## src/rtl/bus_port_fifo_if.sv

```systemverilog
// Bus port interface: groups the device-side TX/RX handshakes and the
// arbiter-side pndng/D_pop/pop and push/D_push signals of one bus port.
//   slave  : the port buffer (bus_port_fifo) view.
//   master : the driving environment (device agent plus arbiter) view.
// Optional macro DEST_CHECK_EN adds the sticky misroute flag.
interface bus_port_fifo_if #(
    parameter int unsigned pckg_sz = 24
);
    logic               wr_en;
    logic [pckg_sz-1:0] wr_data;
    logic               tx_full;
    logic               pndng;
    logic [pckg_sz-1:0] D_pop;
    logic               pop;
    logic               push;
    logic [pckg_sz-1:0] D_push;
    logic               rx_rd;
    logic               rx_valid;
    logic [pckg_sz-1:0] rx_data;
    logic               tx_ovf;
    logic               rx_ovf;
    logic               clr_flags;
`ifdef DEST_CHECK_EN
    logic               misroute;
`endif

    modport slave (
        input  wr_en, wr_data, pop, push, D_push, rx_rd, clr_flags,
        output tx_full, pndng, D_pop, rx_valid, rx_data, tx_ovf, rx_ovf
`ifdef DEST_CHECK_EN
        , output misroute
`endif
    );

    modport master (
        output wr_en, wr_data, pop, push, D_push, rx_rd, clr_flags,
        input  tx_full, pndng, D_pop, rx_valid, rx_data, tx_ovf, rx_ovf
`ifdef DEST_CHECK_EN
        , input misroute
`endif
    );
endinterface

```

## src/rtl/bus_port_fifo.sv

```systemverilog
// Per-device bus port buffer.
//   TX FIFO: device writes (wr_en/wr_data), arbiter sees pndng/D_pop and consumes with pop.
//   RX FIFO: bus delivers with push/D_push (no backpressure), device drains with rx_rd and
//            sees rx_valid/rx_data.
//   tx_ovf/rx_ovf: sticky drop flags, cleared by clr_flags (a same-cycle drop wins).
// Both FIFOs are first-word fall-through; head outputs read 0 when empty.
// Ports: clk, reset (async, active-high), bus (bus_port_fifo_if.slave).
// Optional macro DEST_CHECK_EN: deliveries whose destination ID matches neither id nor bc
// are discarded and raise the sticky misroute flag instead of being stored.
module bus_port_fifo #(
    parameter int unsigned pckg_sz = 24,
    parameter int unsigned depth   = 8,
    parameter logic [7:0]  id      = 8'h00,
    parameter logic [7:0]  bc      = 8'hFF
) (
    input logic            clk,
    input logic            reset,
    bus_port_fifo_if.slave bus
);
    localparam int unsigned PtrW = $clog2(depth);
    localparam int unsigned CntW = PtrW + 1;
    localparam logic [CntW-1:0] DepthCnt = CntW'(depth);

    // ---------------- TX side ----------------
    logic [pckg_sz-1:0] tx_mem_q [depth];
    logic [PtrW-1:0]    tx_wr_ptr_q, tx_wr_ptr_d;
    logic [PtrW-1:0]    tx_rd_ptr_q, tx_rd_ptr_d;
    logic [CntW-1:0]    tx_cnt_q, tx_cnt_d;
    logic               tx_full_q, tx_full_d;
    logic               tx_ovf_q, tx_ovf_d;
    logic               tx_nonempty, tx_push, tx_pop;

    always_comb begin
        tx_nonempty = (tx_cnt_q != '0);
        tx_pop      = bus.pop && tx_nonempty;
        // A pop in the same cycle frees the slot, so a write into a full FIFO still lands.
        tx_push     = bus.wr_en && (!tx_full_q || tx_pop);
        tx_wr_ptr_d = tx_wr_ptr_q + PtrW'(tx_push);
        tx_rd_ptr_d = tx_rd_ptr_q + PtrW'(tx_pop);
        tx_cnt_d    = tx_cnt_q + CntW'(tx_push) - CntW'(tx_pop);
        tx_full_d   = (tx_cnt_d == DepthCnt);
        tx_ovf_d    = tx_ovf_q;
        if (bus.wr_en && !tx_push) begin
            tx_ovf_d = 1'b1;
        end else if (bus.clr_flags) begin
            tx_ovf_d = 1'b0;
        end
    end

    always_ff @(posedge clk or posedge reset) begin
        if (reset) begin
            tx_wr_ptr_q <= '0;
            tx_rd_ptr_q <= '0;
            tx_cnt_q    <= '0;
            tx_full_q   <= 1'b0;
            tx_ovf_q    <= 1'b0;
        end else begin
            tx_wr_ptr_q <= tx_wr_ptr_d;
            tx_rd_ptr_q <= tx_rd_ptr_d;
            tx_cnt_q    <= tx_cnt_d;
            tx_full_q   <= tx_full_d;
            tx_ovf_q    <= tx_ovf_d;
        end
    end

    // Storage needs no reset: the count decides what is valid.
    always_ff @(posedge clk) begin
        if (tx_push) begin
            tx_mem_q[tx_wr_ptr_q] <= bus.wr_data;
        end
    end

    assign bus.tx_full = tx_full_q;
    assign bus.pndng   = tx_nonempty;
    assign bus.D_pop   = tx_nonempty ? tx_mem_q[tx_rd_ptr_q] : '0;
    assign bus.tx_ovf  = tx_ovf_q;

    // ---------------- RX side ----------------
    logic [pckg_sz-1:0] rx_mem_q [depth];
    logic [PtrW-1:0]    rx_wr_ptr_q, rx_wr_ptr_d;
    logic [PtrW-1:0]    rx_rd_ptr_q, rx_rd_ptr_d;
    logic [CntW-1:0]    rx_cnt_q, rx_cnt_d;
    logic               rx_ovf_q, rx_ovf_d;
    logic               rx_nonempty, rx_full, rx_push, rx_pop, dest_ok;

`ifdef DEST_CHECK_EN
    logic misroute_q, misroute_d;
    assign dest_ok = (bus.D_push[pckg_sz-1 -: 8] == id) || (bus.D_push[pckg_sz-1 -: 8] == bc);
`else
    logic unused_dest_params;
    assign unused_dest_params = ^{id, bc};
    assign dest_ok = 1'b1;
`endif

    always_comb begin
        rx_nonempty = (rx_cnt_q != '0);
        rx_full     = (rx_cnt_q == DepthCnt);
        rx_pop      = bus.rx_rd && rx_nonempty;
        rx_push     = bus.push && dest_ok && (!rx_full || rx_pop);
        rx_wr_ptr_d = rx_wr_ptr_q + PtrW'(rx_push);
        rx_rd_ptr_d = rx_rd_ptr_q + PtrW'(rx_pop);
        rx_cnt_d    = rx_cnt_q + CntW'(rx_push) - CntW'(rx_pop);
        rx_ovf_d    = rx_ovf_q;
        // A misrouted delivery is not an overflow, hence the dest_ok term.
        if (bus.push && dest_ok && !rx_push) begin
            rx_ovf_d = 1'b1;
        end else if (bus.clr_flags) begin
            rx_ovf_d = 1'b0;
        end
`ifdef DEST_CHECK_EN
        misroute_d = misroute_q;
        if (bus.push && !dest_ok) begin
            misroute_d = 1'b1;
        end else if (bus.clr_flags) begin
            misroute_d = 1'b0;
        end
`endif
    end

    always_ff @(posedge clk or posedge reset) begin
        if (reset) begin
            rx_wr_ptr_q <= '0;
            rx_rd_ptr_q <= '0;
            rx_cnt_q    <= '0;
            rx_ovf_q    <= 1'b0;
`ifdef DEST_CHECK_EN
            misroute_q  <= 1'b0;
`endif
        end else begin
            rx_wr_ptr_q <= rx_wr_ptr_d;
            rx_rd_ptr_q <= rx_rd_ptr_d;
            rx_cnt_q    <= rx_cnt_d;
            rx_ovf_q    <= rx_ovf_d;
`ifdef DEST_CHECK_EN
            misroute_q  <= misroute_d;
`endif
        end
    end

    always_ff @(posedge clk) begin
        if (rx_push) begin
            rx_mem_q[rx_wr_ptr_q] <= bus.D_push;
        end
    end

    assign bus.rx_valid = rx_nonempty;
    assign bus.rx_data  = rx_nonempty ? rx_mem_q[rx_rd_ptr_q] : '0;
    assign bus.rx_ovf   = rx_ovf_q;
`ifdef DEST_CHECK_EN
    assign bus.misroute = misroute_q;
`endif
endmodule

```

## src/flat_wrapper.sv

```systemverilog
// flat-port wrapper written by rule: the top's interface ports become plain ports
module bus_port_fifo_flat 
#(
    parameter int unsigned pckg_sz = 24,
    parameter int unsigned depth   = 8,
    parameter logic [7:0]  id      = 8'h00,
    parameter logic [7:0]  bc      = 8'hFF
)
  (clk, reset, bus_wr_en, bus_wr_data, bus_pop, bus_push, bus_D_push, bus_rx_rd, bus_clr_flags, bus_tx_full, bus_pndng, bus_D_pop, bus_rx_valid, bus_rx_data, bus_tx_ovf, bus_rx_ovf);
  bus_port_fifo_if #(.pckg_sz(pckg_sz)) bus_i ();
  input logic clk;
  input logic reset;
  input wire logic [$bits(bus_i.wr_en)-1:0] bus_wr_en;
  input wire logic [$bits(bus_i.wr_data)-1:0] bus_wr_data;
  input wire logic [$bits(bus_i.pop)-1:0] bus_pop;
  input wire logic [$bits(bus_i.push)-1:0] bus_push;
  input wire logic [$bits(bus_i.D_push)-1:0] bus_D_push;
  input wire logic [$bits(bus_i.rx_rd)-1:0] bus_rx_rd;
  input wire logic [$bits(bus_i.clr_flags)-1:0] bus_clr_flags;
  output wire logic [$bits(bus_i.tx_full)-1:0] bus_tx_full;
  output wire logic [$bits(bus_i.pndng)-1:0] bus_pndng;
  output wire logic [$bits(bus_i.D_pop)-1:0] bus_D_pop;
  output wire logic [$bits(bus_i.rx_valid)-1:0] bus_rx_valid;
  output wire logic [$bits(bus_i.rx_data)-1:0] bus_rx_data;
  output wire logic [$bits(bus_i.tx_ovf)-1:0] bus_tx_ovf;
  output wire logic [$bits(bus_i.rx_ovf)-1:0] bus_rx_ovf;
  assign bus_i.wr_en = bus_wr_en;
  assign bus_i.wr_data = bus_wr_data;
  assign bus_i.pop = bus_pop;
  assign bus_i.push = bus_push;
  assign bus_i.D_push = bus_D_push;
  assign bus_i.rx_rd = bus_rx_rd;
  assign bus_i.clr_flags = bus_clr_flags;
  assign bus_tx_full = bus_i.tx_full;
  assign bus_pndng = bus_i.pndng;
  assign bus_D_pop = bus_i.D_pop;
  assign bus_rx_valid = bus_i.rx_valid;
  assign bus_rx_data = bus_i.rx_data;
  assign bus_tx_ovf = bus_i.tx_ovf;
  assign bus_rx_ovf = bus_i.rx_ovf;
  bus_port_fifo #(.pckg_sz(pckg_sz), .depth(depth), .id(id), .bc(bc)) u_core (.clk(clk), .reset(reset), .bus(bus_i));
endmodule
```

## config.mk

```make
export PLATFORM = sky130hd
export DESIGN_NAME = bus_port_fifo_flat
export DESIGN_NICKNAME = d
export VERILOG_FILES = /design/src/rtl/bus_port_fifo_if.sv /design/src/rtl/bus_port_fifo.sv /design/src/flat_wrapper.sv
export SDC_FILE = /design/constraint.sdc
export NUM_CORES = 1
export LEC_CHECK = 0
export ABC_CLOCK_PERIOD_IN_PS = 5450
export BUFFER_PORTS_ARGS = -buffer_cell sky130_fd_sc_hd__buf_4
export CAP_MARGIN = 40
export CORE_MARGIN = 5
export CORE_UTILIZATION = 30
export DETAILED_ROUTE_END_ITERATION = 8
export GPL_ROUTABILITY_DRIVEN = 0
export GPL_TIMING_DRIVEN = 0
export MAX_ROUTING_LAYER = met4
export SYNTH_ARGS = -nofsm -noshare
export SYNTH_HDL_FRONTEND = slang
export SYNTH_SLANG_ARGS = --single-unit
```

## constraint.sdc

```tcl
create_clock -name clk -period 5.45 [get_ports clk]
set_input_delay 1.09 -clock clk [delete_from_list [all_inputs] [get_ports clk]]
set_output_delay 1.09 -clock clk [all_outputs]
set_load 0.05 [all_outputs]
```

; ---- After elaboration in Yosys (flattened, before gate mapping)
; Memory sizes are Yosys's and may differ from the RTL's.
; Index checks and enable logic that the tools add are counted.
[totals]
memories = 2
rom_bits = 0
out_inout_bits = 53
ramBits = 384
latchBits = 0
inputBits = 55
word_cells = 46
ff_bits = 23
[op_classes]
div = 0
bitwise_logic = 0
mul = 0
shifts = 0
n_mux = 9
reduce_logical = 16
n_eq_ne = 2
magnitude_cmp = 0
addsub = 8
[mem_list]
columns = name, words, width, read_ports, rd_clocked_by_memory_dff, wr, line
row1 = u_core.rx_mem_q, 8, 24, 1, 0, 1, bus_port_fifo.sv:79  ; logic [pckg_sz-1:0] rx_mem_q [depth];
row2 = u_core.tx_mem_q, 8, 24, 1, 0, 1, bus_port_fifo.sv:25  ; logic [pckg_sz-1:0] tx_mem_q [depth];
[ops]
columns = operator, n
row1 = 24-bit 2-to-1 mux, 2
row2 = 3-bit by 1-bit adder with 3-bit output, 4
row3 = 4-bit by 1-bit adder with 4-bit output, 2
row4 = "4-bit equality test, second input constant", 2
row5 = 4-bit nonzero test, 2
row6 = 4-bit by 1-bit subtractor with 4-bit output, 2
row7 = 1-bit 2-to-1 mux, 7
row8 = 1-bit logical AND, 6
row9 = 1-bit logical NOT, 4
row10 = 2-bit nonzero test, 2
row11 = 1-bit logical OR, 2

; ---- Depth between registers and ports, before layout
[logic_depth]
depth_word = 7
ltp_mapped = 12
ltp_nobuf = 12

; ---- Least setup slack after synthesis
; No wires, ideal clock.
[synth_timing]
kind = input port to flip-flop
from = input port bus_pop
to = memory u_core.tx_mem_q[6][0] (enable)
slack_ns = 1.189
cell_stages = 2
setup_time_ns = 0.474
required_ns = 4.976
arrival_ns = 3.787
n_path_buf = 0
path_cell_list = a21boi_2 > nor4b_1
[synth_between]
elab_chain_cells = 5
[synth_lines]
columns = element, line
row1 = start: declaration, flat_wrapper.sv:15  ; input wire logic [$bits(bus_i.pop)-1:0] bus_pop;
row2 = 1-bit logical AND, bus_port_fifo.sv:35  ; tx_pop = bus.pop && tx_nonempty;
row3 = 1-bit logical OR, bus_port_fifo.sv:37  ; tx_push = bus.wr_en && (!tx_full_q || tx_pop);
row4 = 1-bit logical AND, bus_port_fifo.sv:37
row5 = 1-bit 2-to-1 mux, bus_port_fifo.sv:68  ; if (tx_push) begin
row6 = 1-bit 2-to-1 mux (not written as such), bus_port_fifo.sv:69  ; tx_mem_q[tx_wr_ptr_q] <= bus.wr_data;
row7 = end: declaration, bus_port_fifo.sv:25
; No other way between the ends.

; ---- Final worst setup path
[layout_timing]
from = register u_core.rx_cnt_q[2]
to = output port bus_rx_data[5]
[layout_between]
elab_chain_cells = 2
[layout_lines]
columns = element, line
row1 = start: declaration, bus_port_fifo.sv:82  ; logic [CntW-1:0] rx_cnt_q, rx_cnt_d;
row2 = start signal: assignment, bus_port_fifo.sv:132  ; rx_cnt_q <= rx_cnt_d;
row3 = 4-bit nonzero test, bus_port_fifo.sv:96  ; rx_nonempty = (rx_cnt_q != '0);
row4 = 24-bit 2-to-1 mux, bus_port_fifo.sv:147  ; assign bus.rx_data = rx_nonempty ? rx_mem_q[rx_rd_ptr_q] : '0;
row5 = end: declaration, flat_wrapper.sv:24  ; output wire logic [$bits(bus_i.rx_data)-1:0] bus_rx_data;
; No other way between the ends.

==> run summary <==
Final nets: 931
GRT Util Overall: 11.9%
RSZ-0062 raised after global routing: no
Core Footprint: 51500 um2
Reg2Reg Capture Point: u_core.bus.tx_full$_DFF_PP0_
IO Port Bufs: 107
Boundary Pins: 108
Post-Synth XOR/XNOR Area: 0.448%
Critical-path maximum fanout: 10
Remaining antenna violation count: 0
Clock Skew: 0.0155 ns
Final period utilization: 70.9%
Clk sinks: 407
Max Cap Viol: 0
DRC: 0
Global-route congestion overflow total: 0
Worst Tran Pin Value: 0.802 ns
Syn_nets: 756
CP Capture Type: output port
Area contributors post-synth: edfxtp_1 74%, mux4_2 14%, dfrtp_1 3.7%, a22o_1 2.8%, ha_1 1.5%
CTS H-tree lvls: 2
Setup Viol. Count Final: 0
Outcome: finished clean
CTS tree: done
Clk root buf: clkbuf_16
Post-synth ARST share: 5.65%
Compound-Gate Fraction of Synth Area: 3.21%
Fin worst setup slack: 1.59 ns
Worst Hold Class: flop to flop
Die width: 238 um
Starting Density: 30.4%
Slew headroom: 46.5%
Sequential share of the synthesized area: 77.3%
Die footprint: 56800 um2
# Post-CTS Setup Buffers: 0
Fmax: 259 MHz
Initial DRC count: 581
Dominant cell type by area after synthesis: edfxtp_1
Yosys reg bits: 407
Std-Cell Rows: 83
Clock tree buffer depth: 3
Pwr/cell area: 602 nW/um2
Min Tclk post-route: 3.86 ns
Drt wl/cell: 21.0 um
Post_cts resized: 0
Largest family of logic cells by synthesized area: multiplexers
Drt pass-1 iters: 5
Global-route wire length before repair: 50.2 mm
Worst Path Arrival: 2.77 ns
Most common cell after layout, fill and taps aside: edfxtp_1
Dpl hpwl: 21.6 mm
R2R Setup Slk: 2.43 ns
WS Path Type: flop to output port
EDFF count, synth: 384
Most frequent cells in the layout: 384 x edfxtp_1, 115 x buf_4, 96 x mux4_2
Dpl ws: 2.06 ns
Crit start category: flop
Top cell type's share of synthesized area: 73.7%
Total power: 11500 uW
Synth Cell Area: 15700 um2
Area grow syn2layout: 21.7%
Critical path endpoint: bus_rx_data[5]
Worst-path clk slew: 0.06 ns
Post-synthesis simple-gate area fraction: 1.56%
Crit. Startpoint: u_core.rx_cnt_q[2]$_DFF_PP0_
Reg-to-Reg Start: u_core.tx_cnt_q[2]$_DFF_PP0_
Drt via density: 4.71
Via count: 7388
Distinct cells, synth: 34
Slew Viols, Final: 0
Reg2Reg Depth: 11
Clk_lat worst skew: 0.53 ns
Most used DFF post-synth: edfxtp_1
Synth warnings: 0
Vias in the first global route: 7901
Die Span Y: 238 um
VDD IR-drop max: 422 uV
Cts bufs inserted: 41
Avg Synthesized Cell Area: 23.0 um2
Mapped Cells: 680
Pin count of the biggest net entering global routing: 25
CTS Hold Bufs: 0
Antenna violations before repair: 3
Share of layout cells above drive strength 1: 36.7%
Post-Synth Adder-Cell Area: 1.77%
Post-synthesis mux area share: 13.9%
Worst path required time: 4.36 ns
Final Routed Wirelength: 32.9 mm
Final hold violation count: 0
Setup TNS: 0 ns
Static leakage: 0.00644 uW
[stage by stage]
step / hold WS [ns] / area, um2 / utilization [%] / instances
final: 0.490 / 19000 / 37.0 / 1567
after global routing: 0.507 / 19000 / 37.0 / 1567
after CTS: 0.492 / 19000 / 37.0 / 1564
after detailed placement: 0.486 / 17800 / 34.5 / 1492
after global placement: 0.477 / 17300 / 33.6 / 1467
after floorplan: 0.458 / 15700 / - / 680
[flip-flops by register name, indices dropped and copies added (netlist names)]
name / cells
u_core.bus.tx_ovf: 1
u_core.rx_cnt_q: 4
u_core.bus.rx_ovf: 1
u_core.tx_cnt_q: 4
u_core.tx_rd_ptr_q: 3
u_core.tx_mem_q: 192
u_core.rx_wr_ptr_q: 3
u_core.tx_wr_ptr_q: 3
u_core.bus.tx_full: 1
u_core.rx_mem_q: 192
u_core.rx_rd_ptr_q: 3
[where the power goes]
group	leakage (uW)	internal [uW]	switching (uW)	total, uW
Combinational	0.00206	1790	2880	4670
Sequential	0.00376	3950	161	4110
Clock	0.000616	1570	1110	2680
Total	0.00644	7320	4160	11500
[cell type report]
type / count / area, um2
clock buffers: 58 / 1120
well taps: 680 / 851
fillers: 4755 / 32500
multi-input cells: 223 / 3390
plain buffers: 30 / 205
clock inverters: 14 / 146
repair buffers: 132 / 1140
flip-flops and latches: 407 / 12100
diodes: 3 / 7.51
inverters: 20 / 75.1
[cell families after synthesis]
family | count (synthesis)
simple gates | 38
fa+ha+maj | 21
compound gates | 59
mux | 97
xor+xnor | 8
buf+inv | 50
flops | 407
[how the worst min path moves through the flow]
| stage | depth (start not counted) | endpoint | startpoint |
|---|---|---|---|
| final | 1 | u_core.rx_rd_ptr_q[2]$_DFF_PP0_ | u_core.rx_rd_ptr_q[2]$_DFF_PP0_ |
| after global routing | 1 | u_core.rx_rd_ptr_q[2]$_DFF_PP0_ | u_core.rx_rd_ptr_q[2]$_DFF_PP0_ |
| after CTS | 1 | u_core.rx_rd_ptr_q[2]$_DFF_PP0_ | u_core.rx_rd_ptr_q[2]$_DFF_PP0_ |
| after detailed placement | 1 | u_core.rx_rd_ptr_q[2]$_DFF_PP0_ | u_core.rx_rd_ptr_q[2]$_DFF_PP0_ |
| after global placement | 1 | u_core.tx_rd_ptr_q[2]$_DFF_PP0_ | u_core.tx_rd_ptr_q[2]$_DFF_PP0_ |
| after floorplan | 1 | u_core.rx_rd_ptr_q[2]$_DFF_PP0_ | u_core.rx_rd_ptr_q[2]$_DFF_PP0_ |
[synth_stat cells (all sizes together) (2+ instances only)]
master / count
nor4bb: 4
inv: 20
nor3: 2
ha: 19
a21oi: 3
nor2: 9
dfrtp: 23
mux4: 96
a21o: 2
or3b: 2
and2: 3
o211ai: 2
xor2: 7
and4b: 3
a22o: 50
nand2: 3
a21boi: 2
buf: 21
nand2b: 2
fa: 2
clkbuf: 9
nor2b: 7
edfxtp: 384
[worst max-delay path: stages (launching register included)]
cell      delay [ns]
dfrtp_1         0.32
inv_1           0.07
ha_1            0.25
a21oi_1         0.48
clkbuf_1        0.62
a22o_1          0.29
buf_4           0.22
[per-layer routing]
layer	up-vias	part of all wire (%)	global-route usage (%)
met5	-	0	-
met4	0	1.6	2.42
met3	48	7.3	2.91
met2	243	49	19.3
met1	3874	42	15.4
li1	3223	-	-
Note: power is estimated with default switching activity, not from simulation.
